==> src/rtl/reg_write_queue.sv <==
// Write-back staging FIFO feeding the register-file write decoder.
// Buffers (address, data) pairs, drains one per cycle and forwards the newest pending value to readers.
module reg_write_queue #(
  parameter int DATA_WIDTH = 16,
  parameter int ADDR_WIDTH = 5,
  parameter int DEPTH      = 4
) (
  input  logic                    clk,
  input  logic                    reset,
  input  logic                    wrValid,
  input  logic [ADDR_WIDTH-1:0]   wrAddr,
  input  logic [DATA_WIDTH-1:0]   wrData,
  output logic                    wrReady,
  input  logic                    stall,
  output logic [ADDR_WIDTH-1:0]   decAddr,
  output logic                    decEnable,
  output logic [DATA_WIDTH-1:0]   decData,
  input  logic [ADDR_WIDTH-1:0]   lookupAddr,
  output logic                    lookupHit,
  output logic [DATA_WIDTH-1:0]   lookupData,
  output logic [$clog2(DEPTH):0]  count,
  output logic                    full,
  output logic                    empty
);

  localparam int PTR_W = $clog2(DEPTH);
  localparam int CNT_W = PTR_W + 1;

  logic [ADDR_WIDTH-1:0] r_addrMem [DEPTH];
  logic [DATA_WIDTH-1:0] r_dataMem [DEPTH];
  logic [PTR_W-1:0]      r_head;
  logic [PTR_W-1:0]      r_tail;
  logic [CNT_W-1:0]      r_count;

  logic                  w_full;
  logic                  w_empty;
  logic                  w_push;
  logic                  w_pop;
  logic                  w_lookupHit;
  logic [DATA_WIDTH-1:0] w_lookupData;

  assign w_full  = (r_count == CNT_W'(DEPTH));
  assign w_empty = (r_count == '0);

  // A full queue refuses pushes even when the head drains this cycle.
  assign wrReady   = !w_full && !reset;
  assign w_push    = wrValid && wrReady;
  assign w_pop     = !w_empty && !stall;
  assign decEnable = w_pop;

  assign decAddr = w_empty ? '0 : r_addrMem[r_head];
  assign decData = w_empty ? '0 : r_dataMem[r_head];

  assign count = r_count;
  assign full  = w_full;
  assign empty = w_empty;

  // Pointers are power-of-two wide, so natural overflow gives the wrap.
  always_ff @(posedge clk) begin
    if (reset) begin
      r_head  <= '0;
      r_tail  <= '0;
      r_count <= '0;
    end else begin
      if (w_push) begin
        r_tail <= r_tail + PTR_W'(1);
      end
      if (w_pop) begin
        r_head <= r_head + PTR_W'(1);
      end
      unique case ({w_push, w_pop})
        2'b10:   r_count <= r_count + CNT_W'(1);
        2'b01:   r_count <= r_count - CNT_W'(1);
        default: r_count <= r_count;
      endcase
    end
  end

  always_ff @(posedge clk) begin
    if (w_push) begin
      r_addrMem[r_tail] <= wrAddr;
      r_dataMem[r_tail] <= wrData;
    end
  end

  // Walk from head towards tail so the newest matching entry overrides older ones.
  always_comb begin
    w_lookupHit  = 1'b0;
    w_lookupData = '0;
    for (int i = 0; i < DEPTH; i++) begin
      if ((CNT_W'(i) < r_count) &&
          (r_addrMem[r_head + PTR_W'(i)] == lookupAddr)) begin
        w_lookupHit  = 1'b1;
        w_lookupData = r_dataMem[r_head + PTR_W'(i)];
      end
    end
  end

  assign lookupHit  = w_lookupHit;
  assign lookupData = w_lookupData;

endmodule

==> config.mk <==
export PLATFORM = sky130hd
export DESIGN_NAME = reg_write_queue
export DESIGN_NICKNAME = d
export VERILOG_FILES = /design/src/rtl/reg_write_queue.sv
export SDC_FILE = /design/constraint.sdc
export NUM_CORES = 1
export LEC_CHECK = 0
export ABC_AREA = 1
export BUFFER_PORTS_ARGS = -buffer_cell sky130_fd_sc_hd__buf_2
export CAP_MARGIN = 20
export CORE_UTILIZATION = 63
export CTS_BUF_LIST = sky130_fd_sc_hd__clkbuf_16
export DETAILED_ROUTE_END_ITERATION = 16
export PLACE_DENSITY = 0.92
export SETUP_SLACK_MARGIN = 0.2
export SLEW_MARGIN = 40
export SYNTH_ARGS = -nofsm -noshare
export SYNTH_HDL_FRONTEND = slang
export SYNTH_SLANG_ARGS = --single-unit
==> constraint.sdc <==
create_clock -name clk -period 4.7 [get_ports clk]
set_clock_uncertainty 0.05 [all_clocks]
set_input_delay 0 -clock clk [delete_from_list [all_inputs] [get_ports clk]]
set_output_delay 0 -clock clk [all_outputs]
set_load 0.03 [all_outputs]
==> results of run 1 <==
-- area by class of cell --
type	count	area, um2	area share
multi-input combinational	632	3230	0.441
sequential	93	2700	0.369
timing repair buffer	101	628	0.0858
inverter	76	288	0.0393
clock buffer	9	225	0.0308
tap	133	166	0.0227
clock inverter	7	81.3	0.0111
-- cells in the mapped netlist --
library cell    n
nand2_1       239
nor2_1         85
edfxtp_1       84
o21ai_0        77
inv_1          72
nand3_1        63
a21oi_1        41
nand4_1        34
clkbuf_1       21
a221oi_1       16
a32oi_1        16
buf_2          16
mux2i_1        16
nand2_2        14
dfxtp_1         9
ha_1            9
buf_6           5
xor2_1          5
buf_1           4
buf_4           3
nor2_2          3
nor2_8          3
o21ai_1         3
inv_2           2
nand2_4         2
nor2_4          2
a21boi_0        1
a21oi_2         1
and3_1          1
clkbuf_2        1
clkinv_1        1
inv_4           1
nand3_4         1
-- critical path: stages (launching register included) --
cell     delay [ns]
dfxtp_1        0.40
inv_4          0.28
nand2_2        0.27
nand2_2        0.61
nand2_1        0.18
nand3_1        0.11
nand2_1        0.08
nor2_4         0.42
nand3_4        0.26
nand2_1        0.13
nand3_1        0.07
a21oi_1        0.16
buf_2          0.23
-- worst max-delay path by stage --
stage	slack [ns]	from	endpoint
after global placement	1.55	r_head[1]	lookupData[3]
after CTS	1.17	r_head[1]	lookupData[8]
after global routing	0.89	r_head[1]	lookupData[14]
after detailed placement	1.51	r_head[1]	lookupData[8]
after floorplan	1.39	count[0]	r_addrMem[0][0]
final	1.09	r_head[1]	lookupData[3]
-- sequential cells by signal, summed over array words and instances (netlist names), named ones only --
| name | cells |
|---|---|
| count | 3 |
| r_addrMem | 20 |
| r_dataMem | 64 |
| r_head | 2 |
| r_tail | 2 |
-- cell families after synthesis --
family / Yosys count / share of synthesized area
DFF: 93 / 0.419
and+or+nand+nor: 447 / 0.307
buffers and inverters: 126 / 0.0846
AOI/OAI and AO/OA: 155 / 0.140
adders and majority gates: 9 / 0.0175
muxes: 16 / 0.0248
xor gates and xnor gates: 5 / 0.00679
-- routing by layer --
layer  up-vias  wire length [um]
li1       3025                 -
met1      2829              7700
met2       463              7380
met3        19              2590
met4         0               119
met5         -                 0
-- power by group --
part	leakage, nW	switching (mW)	total [mW]	internal [mW]
sequential	0.837	0.0676	1.02	0.955
combinational	2.27	1.65	2.28	0.630
clock	0.155	0.268	0.725	0.458
total	3.27	1.98	4.02	2.04
==> out/metrics.cfg, run 1 <==
[grt]
overflow=0
grtUsageMet1=0.553
grt_pass1_vias=5154
grt_pass1_wl_mm=27.4
grtUsageMet2=0.470
antenna_found_initial=0
grtUsageTotal=0.344
top_usage_layer=met1
grt_max_degree=57
use_met3=0.0651

[min_path]
hp-start=stall
hold_depth=4
min_path_type=input pin to register
whs_endpoint=r_head[0]

[finish]
design_area_mm2=0.00732
fin_nets=952
num-fill-cells=722
final_cell_mix=nand2_1 (239), edfxtp_1 (84), nor2_1 (81), o21ai_0 (77), buf_2 (74)
layout_commonest_cell=nand2_1
areaGrowthSynthToFinish_pct=13.6
fin_cells=1051
drive_above_1_share=0.138
postLayoutCoreUtil=0.742
diodes=0

[floorplanning]
die_area_mm2=0.0106
start_util=0.653
rows=36
die_w_um=103
dieHeight_um=103
core_region_area_mm2=0.00986
ios=75

[routing]
drc=0
wirelength_mm=17.8
drtPass1Iterations=6
via_per_inst=6.03
drtIter0Drc=985
via_count=6336
wire_per_inst_um=16.9
drt.antenna.violating_nets=0

[synth]
yosysTopAreaCellShare=0.391
synth_seq_cells=93
netlist_area_mm2=0.00645
ys_top_cells_by_area=edfxtp_1 (39%), nand2_1 (14%), o21ai_0 (6.0%)
synth_fp_nets=890
postSynthAreaPerCell_um2=7.57
ys_seq_area_frac=0.419
synth_warnings=0
synthDistinctLibCells=33
synth.largest_area_cell=edfxtp_1
synth_cells=851

[clocking]
ctsHoldBuffers=22
clockRootBuffer=clkbuf_16
ctsResizeCount=0
h-tree-depth=3
post-cts-setup-buffer-count=0
clock_path_buffers=2
clkSinkCount=93
cts_buffers=9
clk_pin_slew_ns=0.06
clk_latency_ns=0.33
cts_tree=yes

[critical_path]
r2r_cells=11
worstSetupPathType=register to primary output
path_max_fanout=40
arrival_ns=3.56
cp-end-kind=primary output
startpoint_type=register
timing.rr.end=count[2]
reg2reg_slack_ns=1.99
r2r-start=count[1]
crit_required_ns=4.65

[timing]
clock.fmax_mhz=277
period_share=0.767
rsz0062_at_grt=false
final.setup.tns_ns=0
hold_violations=0
relSlewSlack=0.527
worst_slack_ns=1.09
drv_slew=0
worst_hold_slack_ns=0.0737
worst_slew_pin_slew_ns=0.707
min_period_ns=3.61
setup_viol=0

[outcome]
outcome=finished, final reports clean

[placed_design]
hpwl_mm=12.6
globalplace.congestion=0.913
dpl-instance-area_mm2=0.00679
portBuffers=74
place_inst=1013
place_ws_ns=1.51

[pwr]
p_leak_nw=3.27
power_density_mw_per_mm2=550
totalPowerFinal_mw=4.02
vdd_ir_drop_max_mv=0.397

[run]
maxCapViolCount=0

No activity file was read; power rests on OpenSTA's default activity.
==> run 2, diff against run 1 <==
--- a/config.mk
+++ b/config.mk
@@ -5,13 +5,13 @@
 export SDC_FILE = /design/constraint.sdc
 export NUM_CORES = 1
 export LEC_CHECK = 0
-export ABC_AREA = 1
+export ABC_AREA = 0
 export BUFFER_PORTS_ARGS = -buffer_cell sky130_fd_sc_hd__buf_2
 export CAP_MARGIN = 20
-export CORE_UTILIZATION = 63
+export CORE_UTILIZATION = 59
 export CTS_BUF_LIST = sky130_fd_sc_hd__clkbuf_16
 export DETAILED_ROUTE_END_ITERATION = 16
-export PLACE_DENSITY = 0.92
+export PLACE_DENSITY = 0.88
 export SETUP_SLACK_MARGIN = 0.2
 export SLEW_MARGIN = 40
 export SYNTH_ARGS = -nofsm -noshare
==> constraint.sdc (replaced) <==
create_clock -name clk -period 3.7 [get_ports clk]
set_clock_uncertainty 0.05 [all_clocks]
set_input_delay 0 -clock clk [delete_from_list [all_inputs] [get_ports clk]]
set_output_delay 0 -clock clk [all_outputs]
set_load 0.03 [all_outputs]
==> out/metrics.cfg, run 2 <==
[critical_path]
arrival_ns=3.21  ; -0.35 ns
critPathTopFamily=simple AND/OR/NAND/NOR gates
crit_chain=mux4_2 -> xnor2_1 -> nand4_1 -> nor3_2 -> or2_1 -> o221ai_1 -> buf_2
critPathLaunch=r_head[1]
worstSetupPathType=register to primary output
cpPeakStageDelay_ns=0.68  ; +0.07 ns
critPathSlowestCell=or2_1
path_max_fanout=17  ; -57%
crit_required_ns=3.65  ; -1.00 ns
reg2reg_slack_ns=1.23  ; -0.76 ns
r2r_cells=9  ; -2
crit_buf_inv=1  ; -1
cp-end-kind=primary output
timing.rr.end=count[2]
r2r-start=count[0]
startpoint_type=register

[synth]
synth.largest_area_cell=edfxtp_1
ys_seq_area_frac=0.463  ; +0.0442
synth_most_common_cell=edfxtp_1
synthFlopType=edfxtp_1
netlist_area_mm2=0.00583  ; -9.5%
async_reset_ff_frac=0  ; unchanged
synth_warnings=0  ; unchanged
synth_edf_count=84  ; unchanged
ys_top_cells_by_area=edfxtp_1 (43%), mux4_2 (20%), dfxtp_1 (3.1%)
postSynthAreaPerCell_um2=13.2  ; +75%
yosys-top-cells-count=edfxtp_1 (84), mux4_2 (51), nand2_1 (34), nor2_1 (24)
synth_cells=441  ; -48%
synth_fp_nets=480  ; -46%
synth_seq_cells=93  ; unchanged
synthDistinctLibCells=36  ; +9.1%
yosysTopAreaCellShare=0.433  ; +0.0412

[timing]
hold_violations=0  ; unchanged
relSlewSlack=0.457  ; -0.0707
period_share=0.882
worst_slew_pin_slew_ns=0.815  ; +0.108 ns
clock.fmax_mhz=307
setup_viol=0  ; unchanged
worst_slack_ns=0.438  ; -0.657 ns
rsz0062_at_grt=false
min_period_ns=3.26
drv_slew=0  ; unchanged
final.setup.tns_ns=0  ; unchanged

[finish]
multi_input_area_mm2=0.00292  ; -9.5%
fin_nets=563  ; -41%
areaGrowthSynthToFinish_pct=16.4
drive_above_1_share=0.336  ; +0.198
design_area_mm2=0.00679  ; -7.3%
num-fill-cells=606  ; -16%
diodes=0  ; unchanged
largest_reg_flops=64  ; unchanged
regArea_mm2=0.00271  ; +0.23%
layout_commonest_cell=edfxtp_1
regMostFlops=r_dataMem
final_cell_mix=edfxtp_1 (84), buf_2 (74), mux4_2 (51), nand2_1 (34), nor2_1 (24)

[grt]
overflow=0  ; unchanged
grt_pass1_wl_mm=22.5  ; -18%
grt_max_degree=82  ; +44%
grtUsageTotal=0.299  ; -0.0449
antenna_found_initial=0  ; unchanged
grt_pass1_vias=4382  ; -15%

[routing]
wire_per_inst_um=22.0  ; +30%
wirelength_mm=14.5  ; -19%
met1Wirelength_mm=5.30  ; -31%
dr_wl_met2_mm=7.17  ; -2.9%
drt.antenna.violating_nets=0  ; unchanged
drtPass1Iterations=5  ; -1
via_per_inst=6.72  ; +11%
met3WireLength_mm=1.50  ; -42%
drtIter0Drc=379  ; -62%
drc=0  ; unchanged
via_count=4419  ; -30%
top_layer_used=met4

[floorplanning]
rows=35  ; -2.8%
core_region_area_mm2=0.00942  ; -4.6%
die_area_mm2=0.0103  ; -3.3%
dieHeight_um=101  ; -1.7%
ios=75  ; unchanged
start_util=0.619  ; -0.0341
die_w_um=101  ; -1.7%

[pwr]
power_density_mw_per_mm2=626  ; +14%
vdd_ir_drop_max_mv=0.300  ; -24%
p_leak_nw=2.30  ; -30%

[clocking]
cts_tree=yes
clk_latency_ns=0.34  ; about the same
post-cts-setup-buffer-count=0  ; unchanged
clkSinkCount=93  ; unchanged
clk_pin_slew_ns=0.06  ; about the same
h-tree-depth=3  ; unchanged
clockRootBuffer=clkbuf_16
cts_buffers=9  ; unchanged
clock_path_buffers=2  ; unchanged

[placed_design]
hpwl_mm=8.87  ; -29%
dpl-instance-area_mm2=0.00629  ; -7.4%
globalplace.congestion=0.886  ; -2.9%
portBuffers=74  ; unchanged
place_ws_ns=0.673  ; -0.832 ns

[min_path]
hold_depth=3  ; -1
hp-start=wrValid
min_path_type=input pin to register
whs_endpoint=r_tail[1]

[run]
maxCapViolCount=0  ; unchanged

[outcome]
outcome=finished, final reports clean

-- run 2: metal layers --
metal,GRT usage,vias up
met5,0,-
met4,0.181,0
met3,0.0518,56
met2,0.474,309
met1,0.392,2135
li1,-,1919
-- run 2: per-stage QoR --
stage	cells	hold slack, ns	utilization	total power, mW
global placement	620	0.160	0.668	3.32
CTS	658	0.0533	0.721	4.25
global route	658	0.0869	0.721	4.45
detailed placement	620	0.169	0.668	3.38
floorplan	441	0.0489	-	2.90
finish	658	0.0585	0.721	4.25
-- run 2: logic make-up (layout without fill, tap and decap cells) --
family	after synthesis	after routing	share of synthesized area
simple gates	114	114	0.0978
mux	85	85	0.262
xor+xnor	25	25	0.0388
flops	93	93	0.463
compound gates	71	71	0.0824
fa+ha+maj	9	9	0.0193
buf+inv	44	132	0.0367
-- run 2: where the power goes --
group | total, mW | internal [mW] | switching (mW)
sequential | 1.34 | 1.22 | 0.122
clock | 0.848 | 0.456 | 0.391
combinational | 2.06 | 0.855 | 1.20
total | 4.25 | 2.53 | 1.72
-- run 2: cell type report --
type | instances | share of cell area
tap | 129 | 0.0238
inverter | 6 | 0.00332
multi-input combinational | 304 | 0.431
clock buffer | 9 | 0.0332
clock inverter | 7 | 0.00719
timing repair buffer | 110 | 0.103
sequential | 93 | 0.399
-- run 2: worst max-delay path by stage --
stage	to	slack, ns	cells after the start
2_1_floorplan	count[2]	0.69	9
3_3_place_gp	lookupData[1]	0.82	7
3_5_place_dp	lookupData[0]	0.67	7
4_1_cts	lookupData[0]	0.27	7
5_1_grt	lookupData[0]	0.29	7
6_report	lookupData[0]	0.44	7
-- run 2: worst register-to-register path: cells and delay by family, from the launching register on --
family | cells | cell delay [ns]
DFF | 1 | 0.46
AOI/OAI and AO/OA | 1 | 0.14
adders and majority gates | 2 | 0.57
buffers and inverters | 2 | 0.18
and+or+nand+nor | 4 | 1.01
-- run 2: what timing repair did --
| item | CTS | global route |
|---|---|---|
| endpoints found under the setup margin | 0 | 4 |
| gates resized for setup | 0 | 2 |
| hold endpoints to repair | 93 | 0 |
| hold buffers | 22 | 0 |
